$ cat src/rtl/eye_test_pkg.sv
// Shared encodings and frame constants for the eye-test controller.
// Optional feature macro used by the controller: EYE_TEST_FEEDBACK_EN.
package eye_test_pkg;

  typedef enum logic [2:0] {
    ST_IDLE     = 3'd0,
    ST_SHOW     = 3'd1,
    ST_WAIT_KEY = 3'd2,
    ST_JUDGE    = 3'd3,
    ST_FEEDBACK = 3'd4,
    ST_DONE     = 3'd5
  } state_t;

  localparam logic [2:0] MODE_BLANK = 3'd0;
  localparam logic [2:0] MODE_LEFT  = 3'd1;
  localparam logic [2:0] MODE_RIGHT = 3'd2;
  localparam logic [2:0] MODE_UP    = 3'd3;
  localparam logic [2:0] MODE_DOWN  = 3'd4;

  localparam logic [7:0] LFSR_SEED = 8'hA5;

  // Right-facing E, bit 7 of each row is the leftmost column; sizes 8/6/5/3.
  localparam logic [63:0] E_BITMAP [4] = '{
    64'hFF80_80FE_8080_80FF,
    64'h00FC_80F8_8080_FC00,
    64'h0000_F880_F080_F800,
    64'h0000_00E0_C0E0_0000
  };

  localparam logic [63:0] TICK_BITMAP  = 64'h0001_0204_8850_2000;
  localparam logic [63:0] CROSS_BITMAP = 64'h8142_2418_1824_4281;

endpackage

$ cat src/rtl/eye_test_lfsr.sv
// Free-running 8-bit Fibonacci LFSR, x^8+x^6+x^5+x^4+1; exposes the two bits
// used to pick the symbol direction.
module eye_test_lfsr
  import eye_test_pkg::*;
(
  input  logic       clk_i,
  input  logic       rst_ni,
  output logic [1:0] rnd_o
);

  logic [7:0] lfsr_q, lfsr_d;

  always_comb begin
    lfsr_d = {lfsr_q[6:0], lfsr_q[7] ^ lfsr_q[5] ^ lfsr_q[4] ^ lfsr_q[3]};
  end

  always_ff @(posedge clk_i or negedge rst_ni) begin
    if (!rst_ni) lfsr_q <= LFSR_SEED;
    else         lfsr_q <= lfsr_d;
  end

  assign rnd_o = lfsr_q[1:0];

endmodule

$ cat src/rtl/eye_test_ctrl.sv
// Tumbling-E eye test sequencer: shows a random-direction E, judges the key answer,
// adapts the symbol size. Define EYE_TEST_FEEDBACK_EN for a tick/cross frame after each answer.
module eye_test_ctrl
  import eye_test_pkg::*;
#(
  parameter int unsigned CLK_FREQ    = 10000000,
  parameter int unsigned TRIALS      = 10,
  parameter int unsigned RESP_CYCLES = 30000000,
  parameter int unsigned FB_CYCLES   = 5000000
) (
  input  logic        clk,
  input  logic        rst,
  input  logic        start,
  input  logic [3:0]  key_dir,
  output logic [2:0]  mode,
  output logic [63:0] DianZhen_Data,
  output logic [3:0]  score,
  output logic [1:0]  level,
  output logic        done,
  output state_t      dbg_state_o
);

  if (CLK_FREQ < 1 || TRIALS < 1 || TRIALS > 15 || RESP_CYCLES < 1 || FB_CYCLES < 1) begin : g_bad_params
    $error("eye_test_ctrl: parameter out of range");
  end

  // One down-counter serves both the response window and the feedback window.
  localparam int unsigned CNT_MAX = (RESP_CYCLES > FB_CYCLES) ? RESP_CYCLES : FB_CYCLES;
  localparam int unsigned CNT_W   = $clog2(CNT_MAX + 1);

  state_t             state_q, state_d;
  logic [CNT_W-1:0]   cnt_q, cnt_d;
  logic [3:0]         key_q;
  logic [3:0]         edge_q, edge_d;
  logic [1:0]         dir_q, dir_d;
  logic [3:0]         trial_q, trial_d;
  logic [3:0]         score_q, score_d;
  logic [1:0]         level_q, level_d;
  logic [2:0]         mode_q, mode_d;
  logic [63:0]        data_q, data_d;
  logic               done_q, done_d;
  logic               armed_q;
  logic [1:0]         rnd;
  logic [3:0]         key_edge;
  logic               correct;

  eye_test_lfsr u_lfsr (
    .clk_i  (clk),
    .rst_ni (rst),
    .rnd_o  (rnd)
  );

  assign key_edge = key_dir & ~key_q;
  // Exactly one edge, on the key that matches the shown direction; timeout leaves edge_q zero.
  assign correct  = (edge_q == (4'b0001 << dir_q));

  always_comb begin
    state_d = state_q;
    cnt_d   = cnt_q;
    edge_d  = edge_q;
    dir_d   = dir_q;
    trial_d = trial_q;
    score_d = score_q;
    level_d = level_q;
    mode_d  = mode_q;
    data_d  = data_q;
    done_d  = done_q;
    case (state_q)
      ST_IDLE: begin
        mode_d = MODE_BLANK;
        done_d = 1'b0;
        if (start && armed_q) begin
          score_d = '0;
          level_d = '0;
          trial_d = '0;
          state_d = ST_SHOW;
        end
      end
      ST_SHOW: begin
        dir_d   = rnd;
        mode_d  = {1'b0, rnd} + 3'd1;
        data_d  = E_BITMAP[level_q];
        cnt_d   = CNT_W'(RESP_CYCLES - 1);
        edge_d  = '0;
        state_d = ST_WAIT_KEY;
      end
      ST_WAIT_KEY: begin
        if (|key_edge) begin
          edge_d  = key_edge;
          state_d = ST_JUDGE;
        end else if (cnt_q == '0) begin
          state_d = ST_JUDGE;
        end else begin
          cnt_d = cnt_q - 1'b1;
        end
      end
      ST_JUDGE: begin
        trial_d = trial_q + 4'd1;
        if (correct) begin
          score_d = score_q + 4'd1;
          level_d = (level_q == 2'd3) ? 2'd3 : level_q + 2'd1;
        end else begin
          level_d = (level_q == 2'd0) ? 2'd0 : level_q - 2'd1;
        end
`ifdef EYE_TEST_FEEDBACK_EN
        cnt_d   = CNT_W'(FB_CYCLES - 1);
        mode_d  = MODE_RIGHT;
        data_d  = correct ? TICK_BITMAP : CROSS_BITMAP;
        state_d = ST_FEEDBACK;
`else
        state_d = (trial_q == 4'(TRIALS - 1)) ? ST_DONE : ST_SHOW;
`endif
      end
`ifdef EYE_TEST_FEEDBACK_EN
      ST_FEEDBACK: begin
        if (cnt_q == '0) begin
          mode_d  = MODE_BLANK;
          data_d  = '0;
          state_d = (trial_q == 4'(TRIALS)) ? ST_DONE : ST_SHOW;
        end else begin
          cnt_d = cnt_q - 1'b1;
        end
      end
`endif
      ST_DONE: begin
        mode_d = MODE_BLANK;
        done_d = 1'b1;
        if (start) begin
          score_d = '0;
          level_d = '0;
          trial_d = '0;
          done_d  = 1'b0;
          state_d = ST_SHOW;
        end
      end
      default: state_d = ST_IDLE;
    endcase
  end

  always_ff @(posedge clk or negedge rst) begin
    if (!rst) begin
      state_q <= ST_IDLE;
      cnt_q   <= '0;
      key_q   <= '0;
      edge_q  <= '0;
      dir_q   <= '0;
      trial_q <= '0;
      score_q <= '0;
      level_q <= '0;
      mode_q  <= MODE_BLANK;
      data_q  <= '0;
      done_q  <= 1'b0;
      armed_q <= 1'b0;
    end else begin
      state_q <= state_d;
      cnt_q   <= cnt_d;
      key_q   <= key_dir;
      edge_q  <= edge_d;
      dir_q   <= dir_d;
      trial_q <= trial_d;
      score_q <= score_d;
      level_q <= level_d;
      mode_q  <= mode_d;
      data_q  <= data_d;
      done_q  <= done_d;
      armed_q <= 1'b1;
    end
  end

  assign mode          = mode_q;
  assign DianZhen_Data = data_q;
  assign score         = score_q;
  assign level         = level_q;
  assign done          = done_q;
  assign dbg_state_o   = state_q;

endmodule

$ cat config.mk
export PLATFORM = sky130hd
export DESIGN_NAME = eye_test_ctrl
export DESIGN_NICKNAME = d
export VERILOG_FILES = /design/src/rtl/eye_test_pkg.sv /design/src/rtl/eye_test_lfsr.sv /design/src/rtl/eye_test_ctrl.sv
export SDC_FILE = /design/constraint.sdc
export NUM_CORES = 1
export LEC_CHECK = 0
export CAP_MARGIN = 25
export CORE_ASPECT_RATIO = 1.1
export CORE_UTILIZATION = 55
export CTS_CLUSTER_SIZE = 12
export DETAILED_ROUTE_END_ITERATION = 12
export GPL_ROUTABILITY_DRIVEN = 1
export GPL_TIMING_DRIVEN = 1
export PLACE_DENSITY = 0.89
export SYNTH_ARGS = -nofsm -noshare
export SYNTH_HDL_FRONTEND = slang
export SYNTH_SLANG_ARGS = --single-unit
$ cat constraint.sdc
create_clock -name clk -period 3.5 [get_ports clk]
set_clock_uncertainty 0.2 [all_clocks]
set_input_delay 1.05 -clock clk [delete_from_list [all_inputs] [get_ports clk]]
set_output_delay 1.05 -clock clk [all_outputs]
set_load 0.005 [all_outputs]
==> metrics.cfg, run 1 <==
[synthesis]
synth_edf_count=0
async_reset_ff_frac=1.00
synth_cells=386
ys_ff_latch=71
ys.flop_type=dfrtp_1
synth_most_common_cell=dfrtp_1
synth_common_cells=67 x dfrtp_1, 54 x buf_4, 46 x nand2_1
synth_cell_types=48
yosysSeqAreaShare=0.469
synth_top_area_cell=dfrtp_1
yosysWarnings=0
synth_top_area_frac=0.441
synth_area_leaders=dfrtp_1 44%, buf_4 11%, nand2_1 4.5%
synth_area_um2=3800
avgSynthCellArea_um2=9.84

[drt]
drtIter0Drc=180
dr.pass1.iters=4
route.detailed.drc=0
wirelength_um=7510
via_count=2861
wl_per_cell_um=14.6
ant_nets=0
viasPerCell=5.58

[clock_tree]
ctsLongestPathBuffers=2
cts-hold-fix-buffers=0
clock-sinks=71
htreeDepth=3
cts_root_buf=clkbuf_8
clk_latency_ps=360
clk_pin_slew_ps=70
cts_tree=done
cts_setup_buffers=0
cts_buffers=9
cts_resized=0

[setup_path]
path_max_fanout=6
worstSetupPathType=in2reg
worst-endpoint-required_ps=3570
worstSetupStartpointType=input pin
cpPeakStageDelay_ps=600
cp_slowest_cell=or4_1
cp_cell_sequence=clkdlybuf4s50_1, nor2b_1, or4_1, or4_4, nor4_1, mux2i_1
cp.arrival_ps=3350
crit_path_end_kind=flop
rr_endpoint=cnt_q[23]$_DFFE_PN0P_
regToRegSetupSlack_ps=880
reg2reg_from=cnt_q[4]$_DFFE_PN0P_
worstRegToRegCells=5

[sta]
period_needed_ps=3270
setup_viol=0
tightest_slew_ps=784
slew_viol_final=0
min_period_over_period=0.934
hold_violations=0
fmaxAchievable_mhz=306
rsz0062_at_grt=false
relSlewSlack=0.477

[die]
die-area_um2=7240
die_h_um=89.2
die_w_um=81.2
initial_utilization=0.573
ios=84
core-area_um2=6630
num_rows=31

[final_layout]
layout-drive-gt1-share=0.102
final_cells=513
nNetsFinal=445
area_delta_synth_final_pct=18.9
antenna-diode-count=0
final_core_util=0.681
fin_area_um2=4520

[power_and_ir_drop]
p_per_area_nw_per_um2=646
p_leak_uw=0.00193
ir_drop_mv=0.394

[place]
portBuffers=66
place_inst=497
gp_congestion=0.850
dpl.hpwl_um=5280
place_area_um2=4260

[min_path]
holdCritStartpoint=u_lfsr.lfsr_q[6]$_DFF_PN0_
hp-class=reg2reg
min_to=u_lfsr.lfsr_q[7]$_DFF_PN1_
hold_depth=0

[global_routing]
grt_pass1_vias=2752
grt_overflow=0
grtUsageTotal=0.229
grt_max_degree=44
grt_pass1_wl_um=12400
antenna_found_initial=0

[job]
maxCapViolations=0

[status]
status=complete, no violations

[placed cells by master (no fill, tap or decap), drive strengths merged, types with 14 or more instances in the layout]
| cell type | n |
|---|---|
| dfrtp | 67 |
| clkdlybuf4s50 | 65 |
| nand2 | 46 |
| o21ai | 20 |
| conb | 18 |
| nor2 | 17 |
| or3 | 14 |
| buf | 14 |
[cell families after synthesis]
kind of cell | Yosys count | synth area share
simple gates | 146 | 0.209
buf+inv | 76 | 0.132
flops | 71 | 0.469
compound gates | 59 | 0.0975
fa+ha+maj | 12 | 0.0395
mux | 11 | 0.0296
xor+xnor | 9 | 0.0208
other cells | 2 | 0.00198
[routing by layer]
| metal | GRT usage | wire length (um) | vias up |
|---|---|---|---|
| met5 | 0 | 0 | - |
| met4 | 0.110 | 136 | 0 |
| met2 | 0.396 | 3990 | 83 |
| li1 | - | - | 1355 |
| met1 | 0.264 | 3060 | 1409 |
| met3 | 0.0571 | 326 | 14 |
[layout make-up]
| type | instances | area, um2 |
|---|---|---|
| inverter | 10 | 37.5 |
| tap | 82 | 103 |
| timing repair buffer | 79 | 766 |
| clock inverter | 5 | 104 |
| sequential | 71 | 1780 |
| clock buffer | 11 | 151 |
| fill | 479 | 2120 |
| multi-input combinational | 255 | 1570 |
[per-stage QoR]
stage	total power, uW	setup TNS, ps	hold slack (ps)	setup slack (ps)
after global placement	2060	-27.6	145	-13.2
after floorplan	1720	0	133	380
after CTS	2940	0	163	249
after detailed placement	2110	-228	142	-67.9
after global routing	3090	0	177	160
final	2920	0	160	230
[sequential cells by signal (all words and copies together) (netlist names)]
register / count
edge_q: 4
u_lfsr.lfsr_q: 8
cnt_q: 25
trial_q: 4
key_q: 4
mode: 3
level: 2
score: 4
done: 1
dir_q: 2
armed_q: 1
dbg_state_o: 3
DianZhen_Data: 10
[worst max path at each step]
stage | startpoint | end | slack (ps) | depth (start not counted)
finish | key_dir[0] | cnt_q[23]$_DFFE_PN0P_ | 230 | 6
global route | key_dir[0] | cnt_q[23]$_DFFE_PN0P_ | 160 | 6
CTS | key_dir[0] | cnt_q[23]$_DFFE_PN0P_ | 250 | 6
floorplan | key_dir[0] | cnt_q[17]$_DFFE_PN0P_ | 380 | 6
global placement | key_dir[0] | cnt_q[19]$_DFFE_PN0P_ | -10 | 6
detailed placement | key_dir[0] | cnt_q[23]$_DFFE_PN0P_ | -70 | 6
[critical path: cells and delay by family]
kind	cells	cell delay [ps]
buf+inv	1	410
simple gates	4	1650
mux	1	240
[where the power goes]
group	internal, uW	switching, uW
Combinational	555	441
Clock	512	307
Sequential	941	160
Note: power is estimated with default switching activity, not from simulation.
==> run 2, diff against run 1 <==
==> constraint.sdc (replaced) <==
create_clock -name clk -period 3.5 [get_ports clk]
set_clock_uncertainty 0.2 [all_clocks]
set_input_delay 0.875 -clock clk [delete_from_list [all_inputs] [get_ports clk]]
set_output_delay 0.875 -clock clk [all_outputs]
set_load 0.005 [all_outputs]
==> run 2 against run 1 <==
Compared with the run above:
- global-route usage down 0.60 points
- largest cell class unchanged
- first-iteration DRC count down 12%
- die area unchanged
- worst setup slack better by 180 ps
- largest power group unchanged
- non-clock buffer count down 5
- critical path type unchanged
- sequential cell count unchanged
- via count down 0.52%
- critical path depth unchanged
- utilization down 1.4 points
- register-to-register slack better by 40 ps
- critical endpoint unchanged
- cell count down 0.97%
==> metrics.cfg, run 2 (synthesized netlist as in run 1, its figures left out) <==
[min_path]
hp-class=reg2reg
hold_depth=0
holdCritStartpoint=u_lfsr.lfsr_q[6]$_DFF_PN0_
min_to=u_lfsr.lfsr_q[7]$_DFF_PN1_

[clock_tree]
cts_resized=0
cts_buffers=9
clk_pin_slew_ps=70
htreeDepth=3
ctsLongestPathBuffers=2
clock-sinks=71
clk_latency_ps=350
cts-hold-fix-buffers=0
cts_setup_buffers=0
cts_tree=done
cts_root_buf=clkbuf_8

[power_and_ir_drop]
pwr-share-seq=0.393
combPwrFrac=0.355
p_leak_uw=0.00187
intPower_uw=1890
switching_power_uw=902
pwr-share-clk=0.252
p_sw_frac=0.323
p_per_area_nw_per_um2=631
ir_drop_mv=0.404

[sta]
hold_violations=0
setup_viol=0
slew_viol_final=0
rsz0062_at_grt=false
min_period_over_period=0.883
relSlewSlack=0.419
period_needed_ps=3090
fmaxAchievable_mhz=324
fin_setup_tns_ps=0
tightest_slew_ps=872

[setup_path]
cp.arrival_ps=3160
reg2reg_from=cnt_q[3]$_DFFE_PN0P_
worstRegToRegCells=5
cp_cell_sequence=clkdlybuf4s50_1, nor2b_1, or4_1, or4_4, nor4_1, mux2i_1
crit_path_start=key_dir[0]
critPathBufInv=1
rr_endpoint=cnt_q[23]$_DFFE_PN0P_
path_max_fanout=6
cp_slowest_cell=or4_4
regToRegSetupSlack_ps=920
worstSetupStartpointType=input pin
worstSetupPathType=in2reg
cpPeakStageDelay_ps=610
cp_top_family=simple AND/OR/NAND/NOR gates
worst-endpoint-required_ps=3570
crit_path_end_kind=flop

[final_layout]
register_area_um2=1780
fill_cells=506
final_cells=508
layout_commonest_cell=dfrtp_1
largest_register_ffs=25
multiInputGateArea_um2=1570
layout-drive-gt1-share=0.0892
layout_common_cells=67 x dfrtp_1, 65 x clkdlybuf4s50_1, 46 x nand2_1, 18 x conb_1, 17 x nor2_1
area_delta_synth_final_pct=16.5
largest_register=cnt_q
nNetsFinal=440
antenna-diode-count=0

[drt]
route.detailed.drc=0
drtIter0Drc=159
via_count=2846
ant_nets=0
wirelength_um=7400
dr.pass1.iters=4
viasPerCell=5.60
wl_per_cell_um=14.6

[place]
portBuffers=66
dpl.hpwl_um=5220
place_inst=492
gp_congestion=0.847

[die]
core-area_um2=6630
num_rows=31
die_h_um=89.2
die-area_um2=7240
die_w_um=81.2
initial_utilization=0.573
ios=84

[global_routing]
grt_max_degree=72
grt_pass1_wl_um=12100
grt_overflow=0
antenna_found_initial=0
grt_pass1_vias=2618
grtUsageTotal=0.223

[job]
maxCapViolations=0

[status]
status=complete, no violations

-- run 2: power groups by stage --
stage / combinational (uW) / sequential, uW / clock, uW
2_1_floorplan: 636 / 1080 / 0
3_5_place_dp: 995 / 1110 / 0
3_3_place_gp: 951 / 1100 / 0
5_1_grt: 1100 / 1120 / 742
6_report: 992 / 1100 / 703
4_1_cts: 1000 / 1100 / 710
-- run 2: metal layers --
| layer | vias up | global-route usage | part of all wire |
|---|---|---|---|
| met3 | 16 | 0.0347 | 0.051 |
| met1 | 1386 | 0.265 | 0.41 |
| li1 | 1346 | - | - |
| met4 | 0 | 0.120 | 0.021 |
| met5 | - | 0 | 0 |
| met2 | 98 | 0.387 | 0.51 |
-- run 2: stage by stage --
stage          hold WS (ps)  cell area (um2)  power [uW]  setup slack (ps)   util
6_report                160             4420        2790               411  0.667
5_1_grt                 167             4420        2960               302  0.667
4_1_cts                 164             4420        2810               411  0.667
3_5_place_dp            150             4210        2110              58.6  0.635
3_3_place_gp            138             4210        2050               155  0.635
2_1_floorplan           133             3860        1720               555      -
-- run 2: final cells by class --
class	instances	area share
clock inverter	6	0.0192
timing repair buffer	74	0.162
inverter	10	0.00848
multi-input combinational	255	0.356
clock buffer	10	0.0288
tap	82	0.0232
sequential	71	0.403
-- run 2: how the worst max path moves through the flow --
stage                       endpoint  cells past startpoint  slack, ps
6_report       cnt_q[23]$_DFFE_PN0P_                      6        410
5_1_grt        cnt_q[21]$_DFFE_PN0P_                      6        300
4_1_cts        cnt_q[19]$_DFFE_PN0P_                      6        410
3_5_place_dp   cnt_q[19]$_DFFE_PN0P_                      6         60
3_3_place_gp   cnt_q[21]$_DFFE_PN0P_                      6        150
2_1_floorplan  cnt_q[17]$_DFFE_PN0P_                      6        550
==> run 3, diff against run 2 <==
Settings changed: CTS_CLUSTER_DIAMETER set to 150.
==> results of run 3 <==
Same layout as run 2: the final DEF is identical, and so are final timing and power.
